### src/rtl/autobaud_ctrl_if.sv
// Signal bundle between the auto-baud controller and its host/baud generator.
// div_we_o qualifies div_o for exactly one cycle and done_o marks a successful measurement; neither strobe has backpressure.
interface autobaud_ctrl_if #(
  parameter int DIV_W = 16
);
  logic             rx_i;
  logic             start_i;
  logic             abort_i;
  logic [DIV_W-1:0] sw_div_i;
  logic             sw_div_we_i;
  logic [DIV_W-1:0] div_o;
  logic             div_we_o;
  logic             baud_en_o;
  logic             busy_o;
  logic             done_o;
  logic             err_o;
  logic [2:0]       state_o;

  modport slave (
    input  rx_i, start_i, abort_i, sw_div_i, sw_div_we_i,
    output div_o, div_we_o, baud_en_o, busy_o, done_o, err_o, state_o
  );

  modport master (
    output rx_i, start_i, abort_i, sw_div_i, sw_div_we_i,
    input  div_o, div_we_o, baud_en_o, busy_o, done_o, err_o, state_o
  );
endinterface

### src/rtl/autobaud_ctrl.sv
// Baud divider controller: software divider pass-through, or auto-baud measurement
// of a 0x55 sync character over 8 bit times (1st to 5th falling edge).
module autobaud_ctrl #(
  parameter int OSR   = 16,
  parameter int DIV_W = 16,
  parameter int CNT_W = 24
) (
  input  logic           clk_i,
  input  logic           reset_i,
  autobaud_ctrl_if.slave bus
);

  typedef enum logic [2:0] {
    S_IDLE       = 3'd0,
    S_WAIT_IDLE  = 3'd1,
    S_WAIT_START = 3'd2,
    S_MEASURE    = 3'd3,
    S_CALC       = 3'd4,
    S_WRITE      = 3'd5
  } state_e;

  localparam int SH = 3 + $clog2(OSR);
  localparam int CW = (CNT_W + 1 > DIV_W + 1) ? CNT_W + 1 : DIV_W + 1;
  localparam logic [CNT_W-1:0] CNT_MAX = '1;
  localparam logic [CW-1:0]    ROUND   = CW'(4 * OSR);

  state_e           state_q, state_d;
  logic             rx_q;
  logic [CNT_W-1:0] cnt_q, cnt_d;
  logic [1:0]       edges_q, edges_d;
  logic [DIV_W-1:0] div_q, div_d;
  logic             div_valid_q, div_valid_d;
  logic             sw_we_q, sw_we_d;
  logic             err_q, err_d;

  logic             fall;
  logic [CW-1:0]    sum;
  logic [CW-1:0]    quo;
  logic             quo_bad;
  logic             div_we;

  assign fall    = rx_q & ~bus.rx_i;
  // Widened so the rounding add cannot overflow and the range test sees all quotient bits.
  assign sum     = {{(CW-CNT_W){1'b0}}, cnt_q} + ROUND;
  assign quo     = sum >> SH;
  assign quo_bad = (quo == '0) | (|(quo >> DIV_W));

  always_ff @(posedge clk_i) begin
    if (reset_i) begin
      state_q     <= S_IDLE;
      rx_q        <= 1'b1;
      cnt_q       <= '0;
      edges_q     <= '0;
      div_q       <= '0;
      div_valid_q <= 1'b0;
      sw_we_q     <= 1'b0;
      err_q       <= 1'b0;
    end else begin
      state_q     <= state_d;
      rx_q        <= bus.rx_i;
      cnt_q       <= cnt_d;
      edges_q     <= edges_d;
      div_q       <= div_d;
      div_valid_q <= div_valid_d;
      sw_we_q     <= sw_we_d;
      err_q       <= err_d;
    end
  end

  always_comb begin
    state_d     = state_q;
    cnt_d       = cnt_q;
    edges_d     = edges_q;
    div_d       = div_q;
    div_valid_d = div_valid_q;
    sw_we_d     = 1'b0;
    err_d       = err_q;

    case (state_q)
      S_IDLE: begin
        // A write strobe already on the bus blocks a back-to-back write so strobes never stretch.
        if (bus.sw_div_we_i && !sw_we_q) begin
          div_d       = bus.sw_div_i;
          sw_we_d     = 1'b1;
          div_valid_d = 1'b1;
          err_d       = 1'b0;
        end else if (bus.start_i) begin
          err_d   = 1'b0;
          state_d = S_WAIT_IDLE;
        end
      end
      S_WAIT_IDLE: begin
        if (bus.rx_i) state_d = S_WAIT_START;
      end
      S_WAIT_START: begin
        if (fall) begin
          cnt_d   = '0;
          edges_d = '0;
          state_d = S_MEASURE;
        end
      end
      S_MEASURE: begin
        if (cnt_q == CNT_MAX) begin
          err_d   = 1'b1;
          state_d = S_IDLE;
        end else begin
          cnt_d = cnt_q + 1'b1;
          if (fall) begin
            if (edges_q == 2'd3) state_d = S_CALC;
            else                 edges_d = edges_q + 2'd1;
          end
        end
      end
      S_CALC: begin
        if (quo_bad) begin
          err_d   = 1'b1;
          state_d = S_IDLE;
        end else begin
          div_d   = quo[DIV_W-1:0];
          state_d = S_WRITE;
        end
      end
      S_WRITE: begin
        div_valid_d = 1'b1;
        state_d     = S_IDLE;
      end
      default: state_d = S_IDLE;
    endcase

    if (bus.abort_i && state_q != S_IDLE) begin
      state_d     = S_IDLE;
      div_d       = div_q;
      div_valid_d = div_valid_q;
      err_d       = err_q;
    end
  end

  assign div_we        = sw_we_q | (state_q == S_WRITE);
  assign bus.div_o     = div_q;
  assign bus.div_we_o  = div_we;
  assign bus.done_o    = (state_q == S_WRITE);
  assign bus.busy_o    = (state_q != S_IDLE);
  assign bus.baud_en_o = (state_q == S_IDLE) & div_valid_q & ~div_we;
  assign bus.err_o     = err_q;
  assign bus.state_o   = state_q;

endmodule

### src/flat_wrapper.sv
// flat-port wrapper written by rule: the top's interface ports become plain ports
module autobaud_ctrl_flat 
#(
  parameter int OSR   = 16,
  parameter int DIV_W = 16,
  parameter int CNT_W = 24
)
  (clk_i, reset_i, bus_rx_i, bus_start_i, bus_abort_i, bus_sw_div_i, bus_sw_div_we_i, bus_div_o, bus_div_we_o, bus_baud_en_o, bus_busy_o, bus_done_o, bus_err_o, bus_state_o);
  autobaud_ctrl_if #(.DIV_W(DIV_W)) bus_i ();
  input  logic clk_i;
  input  logic reset_i;
  input wire logic [$bits(bus_i.rx_i)-1:0] bus_rx_i;
  input wire logic [$bits(bus_i.start_i)-1:0] bus_start_i;
  input wire logic [$bits(bus_i.abort_i)-1:0] bus_abort_i;
  input wire logic [$bits(bus_i.sw_div_i)-1:0] bus_sw_div_i;
  input wire logic [$bits(bus_i.sw_div_we_i)-1:0] bus_sw_div_we_i;
  output wire logic [$bits(bus_i.div_o)-1:0] bus_div_o;
  output wire logic [$bits(bus_i.div_we_o)-1:0] bus_div_we_o;
  output wire logic [$bits(bus_i.baud_en_o)-1:0] bus_baud_en_o;
  output wire logic [$bits(bus_i.busy_o)-1:0] bus_busy_o;
  output wire logic [$bits(bus_i.done_o)-1:0] bus_done_o;
  output wire logic [$bits(bus_i.err_o)-1:0] bus_err_o;
  output wire logic [$bits(bus_i.state_o)-1:0] bus_state_o;
  assign bus_i.rx_i = bus_rx_i;
  assign bus_i.start_i = bus_start_i;
  assign bus_i.abort_i = bus_abort_i;
  assign bus_i.sw_div_i = bus_sw_div_i;
  assign bus_i.sw_div_we_i = bus_sw_div_we_i;
  assign bus_div_o = bus_i.div_o;
  assign bus_div_we_o = bus_i.div_we_o;
  assign bus_baud_en_o = bus_i.baud_en_o;
  assign bus_busy_o = bus_i.busy_o;
  assign bus_done_o = bus_i.done_o;
  assign bus_err_o = bus_i.err_o;
  assign bus_state_o = bus_i.state_o;
  autobaud_ctrl #(.OSR(OSR), .DIV_W(DIV_W), .CNT_W(CNT_W)) u_core (.clk_i(clk_i), .reset_i(reset_i), .bus(bus_i));
endmodule
### config.mk
export PLATFORM = sky130hd
export DESIGN_NAME = autobaud_ctrl_flat
export DESIGN_NICKNAME = d
export VERILOG_FILES = /design/src/rtl/autobaud_ctrl_if.sv /design/src/rtl/autobaud_ctrl.sv /design/src/flat_wrapper.sv
export SDC_FILE = /design/constraint.sdc
export NUM_CORES = 1
export LEC_CHECK = 0
export CAP_MARGIN = 20
export CORE_UTILIZATION = 54
export CTS_CLUSTER_DIAMETER = 120
export DETAILED_ROUTE_END_ITERATION = 10
export GPL_TIMING_DRIVEN = 1
export PLACE_DENSITY = 0.8
export SLEW_MARGIN = 10
export SYNTH_ARGS = -nofsm -noshare
export SYNTH_HDL_FRONTEND = slang
export SYNTH_SLANG_ARGS = --single-unit
export TNS_END_PERCENT = 20
### constraint.sdc
create_clock -name clk_i -period 2.7 [get_ports clk_i]
set_input_delay 0.27 -clock clk_i [delete_from_list [all_inputs] [get_ports clk_i]]
set_output_delay 0.27 -clock clk_i [all_outputs]
set_load 0.1 [all_outputs]
==> key figures, run 1 <==
Route
  • Initial DRC count: 148
  • ANT nets after route: 0
  • Wirelength per Cell: 14.21 um
  • DRC: 0
  • Via density: 5.585
  • TritonRoute pass-1 iters: 4
  • Vias: 2586
  • Routed WL: 6.580 mm

Pwr
  • Comb power frac: 0.488
  • Pwr Density: 718.1 nW/um2
  • Power share of the clock group: 0.168
  • Sw Share: 0.4798
  • Sw power: 1219 uW
  • Power share of the sequential group: 0.344
  • Leak: 0.001426 uW
  • Maximum VDD drop: 514.5 uV
  • Internal: 1321 uW

Timing
  • Setup_tns: 0 ns
  • Final Hold Viols: 0
  • Final setup violation count: 0
  • Slew Limit Fails: 0
  • Worst slew pin tran: 0.4996 ns
  • Fin crit period: 2.489 ns
  • Worst relative slew slack: 0.6669
  • RSZ-0062 raised after global routing: false
  • Final worst path period share: 0.9220
  • Max Clk Rate: 401.7 MHz
  • Min Hold Slack: 0.4834 ns
  • Setup clock skew after layout: 0.01020 ns

Layout
  • Diode count: 0
  • Fillers: 445
  • Finished layout cell area: 3537 um2
  • Area delta synth->final: 18.58%
  • Fraction of layout cells with a size suffix above 1: 0.1883
  • Non-Filler Instances: 463
  • Nets: 417

Global routing
  • Largest net degree at the start of global routing: 34
  • First-pass GRT wire length: 11.20 mm
  • Grt ovf: 0
  • Initial antenna violation count: 0
  • Vias in the first global route: 2397
  • Total Routing Usage GR: 0.2327

Place
  • GPL Wtd Cong: 0.9166
  • PortBufs: 45
  • Placed inst area: 3442 um2
  • # placed instances: 455
  • Final HPWL DP: 4.849 mm

Yosys
  • Post-Syn Area: 2983 um2
  • Number of synthesized flops with an enable pin: 0
  • Async S/R FF share, synth: 0
  • #FFs+latches synth: 49
  • Top-area cell type share of the netlist area: 0.3289
  • Seq/Total Area, Yosys: 0.3289
  • Synth Flop Type: dfxtp_1
  • Post-synthesis average cell area: 8.379 um2
  • Most frequent cell after synthesis: dfxtp_1
  • Top post-synthesis cells by area: dfxtp_1, mux2i_1, nor2_1, xor2_1, xnor2_1
  • Distinct cells, synth: 56
  • Ys Warns: 0
  • Cells after synthesis: 356
  • Leading area contributor after synthesis: dfxtp_1
  • Synthesized Nets: 381
  • Most instantiated cells after synthesis: dfxtp_1, nor2_1, nand2_1

CTS
  • CTS tree: yes
  • Clk Latency, worst-skew pair: 0.31 ns
  • CTS Buffer Depth: 2
  • H-tree depth: 2
  • Clock-pin slew on the worst setup and hold paths: 0.09 ns
  • Clock root buffer: clkbuf_8
  • TritonCTS Buffers: 5
  • Clock sink count: 49
  • Setup bufs post-CTS: 0

Die
  • Row count: 26
  • Die area: 5825 um2
  • Die height: 76.32 um
  • IO Pins: 46
  • Core area: 5205 um2
  • Die Span X: 76.32 um
  • Initial Util: 0.5731

Worst setup path
  • Setup CP Type: reg -> reg
  • Type of origin of the critical path: flop
  • Worst path required time: 2.93 ns
  • CP Max Fanout: 14
  • Worst EP arrival: 2.72 ns
  • Worst setup EP type: flop

Worst hold path
  • Worst hold path class: reg -> reg

Flow run
  • Max-cap violations: 0

Outcome
  • Status: finished, final reports clean
[critical path, cell delays in order (launching register included)]
cell and delay (ns):
dfxtp_1 0.34, ha_1 0.22, nand4_4 0.19, or3_4 0.44, xnor2_1 0.20, nor2_1 0.11, nand4_1 0.14, a21boi_2 0.23
buf_4 0.29, mux2i_1 0.24
[routing by layer]
metal  share of wire  wire length, um  vias to the layer above  track usage
li1                -                -                     1302            -
met1            0.47             3092                     1219       0.3226
met2            0.47             3075                       60       0.3820
met3           0.055              363                        5      0.03952
met4          0.0073               48                        0      0.04231
met5               0                0                        -            0
[placed cells by master, fill, tap and decap left out, types with 6 or more instances in the layout]
master           instances
nor2_1                  45
dfxtp_1                 44
buf_4                   34
nand2_1                 24
mux2i_1                 22
clkdlybuf4s50_1         21
nand2b_1                19
xor2_1                  18
xnor2_1                 16
nand3_1                 11
a211o_1                 11
a21oi_1                  9
nand4_1                  8
or2_2                    8
o21ai_0                  8
nor3_1                   7
nor4_1                   6
and3_1                   6
nor2b_1                  6
[worst paths after layout]
| check | depth (start not counted) | end | slack, ns | start |
|---|---|---|---|---|
| worst min register to register | 2 | u_core.bus.div_o[3]$_SDFFE_PP0P_ | 0.48 | u_core.bus.div_o[3]$_SDFFE_PP0P_ |
| worst max-delay path | 9 | u_core.bus.div_o[11]$_SDFFE_PP0P_ | 0.21 | u_core.cnt_q[6]$_SDFFE_PP0P_ |
| worst min-delay path | 2 | u_core.bus.div_o[3]$_SDFFE_PP0P_ | 0.48 | u_core.bus.div_o[3]$_SDFFE_PP0P_ |
| worst max register to register | 9 | u_core.bus.div_o[11]$_SDFFE_PP0P_ | 0.21 | u_core.cnt_q[6]$_SDFFE_PP0P_ |
[cell families after synthesis]
kind of cell               Yosys count  synth area share
AOI/OAI and AO/OA                   48            0.1233
xor gates and xnor gates            34           0.09983
adders and majority gates            3           0.01259
buffers and inverters               32           0.04950
DFF                                 49            0.3289
muxes                               24           0.08137
and+or+nand+nor                    166            0.3045
[metrics by stage]
step / utilization / setup WS, ns / power, uW
6_report: 0.6796 / 0.2105 / 2540
3_3_place_gp: 0.6613 / 0.2627 / 2116
4_1_cts: 0.6779 / 0.09820 / 2561
3_5_place_dp: 0.6613 / 0.1374 / 2129
2_1_floorplan: - / 0.001576 / 1900
5_1_grt: 0.6796 / 0.01365 / 2653
[sequential cells by signal, indices dropped and copies added (netlist names)]
register / flops
u_core.bus.div_o: 16
u_core.bus.state_o: 3
u_core.edges_q: 2
u_core.rx_q: 1
u_core.bus.err_o: 1
u_core.div_valid_q: 1
u_core.sw_we_q: 1
u_core.cnt_q: 24
[layout make-up]
cell class | count | area, um2 | area share
clock inverters | 3 | 17.52 | 0.004952
inverters | 6 | 26.28 | 0.007428
repair buffers | 55 | 465.4 | 0.1316
well taps | 70 | 87.58 | 0.02476
flip-flops and latches | 49 | 987.2 | 0.2791
clock buffers | 5 | 68.82 | 0.01946
multi-input cells | 275 | 1884 | 0.5327
[repair_timing]
item | in CTS | in global routing
endpoints found under the setup margin | 0 | 14
resized for setup | 0 | 3
hold buffers | 0 | 0
[power groups by stage]
| stage | Combinational [uW] | Clock, uW | Sequential [uW] |
|---|---|---|---|
| final | 1240 | 427 | 874 |
| after global routing | 1290 | 472 | 887 |
| after CTS | 1240 | 444 | 873 |
| after detailed placement | 1240 | 0 | 890 |
| after global placement | 1230 | 0 | 886 |
| after floorplan | 542 | 0 | 1360 |
Note: power is estimated with default switching activity, not from simulation.
==> run 2, diff against run 1 <==
--- a/config.mk
+++ b/config.mk
@@ -11,6 +11,7 @@
 export DETAILED_ROUTE_END_ITERATION = 10
 export GPL_TIMING_DRIVEN = 1
 export PLACE_DENSITY = 0.8
+export SKIP_LAST_GASP = 1
 export SLEW_MARGIN = 10
 export SYNTH_ARGS = -nofsm -noshare
 export SYNTH_HDL_FRONTEND = slang
==> results of run 2 <==
Same layout as run 1: the final DEF is identical, and so are final timing and power.
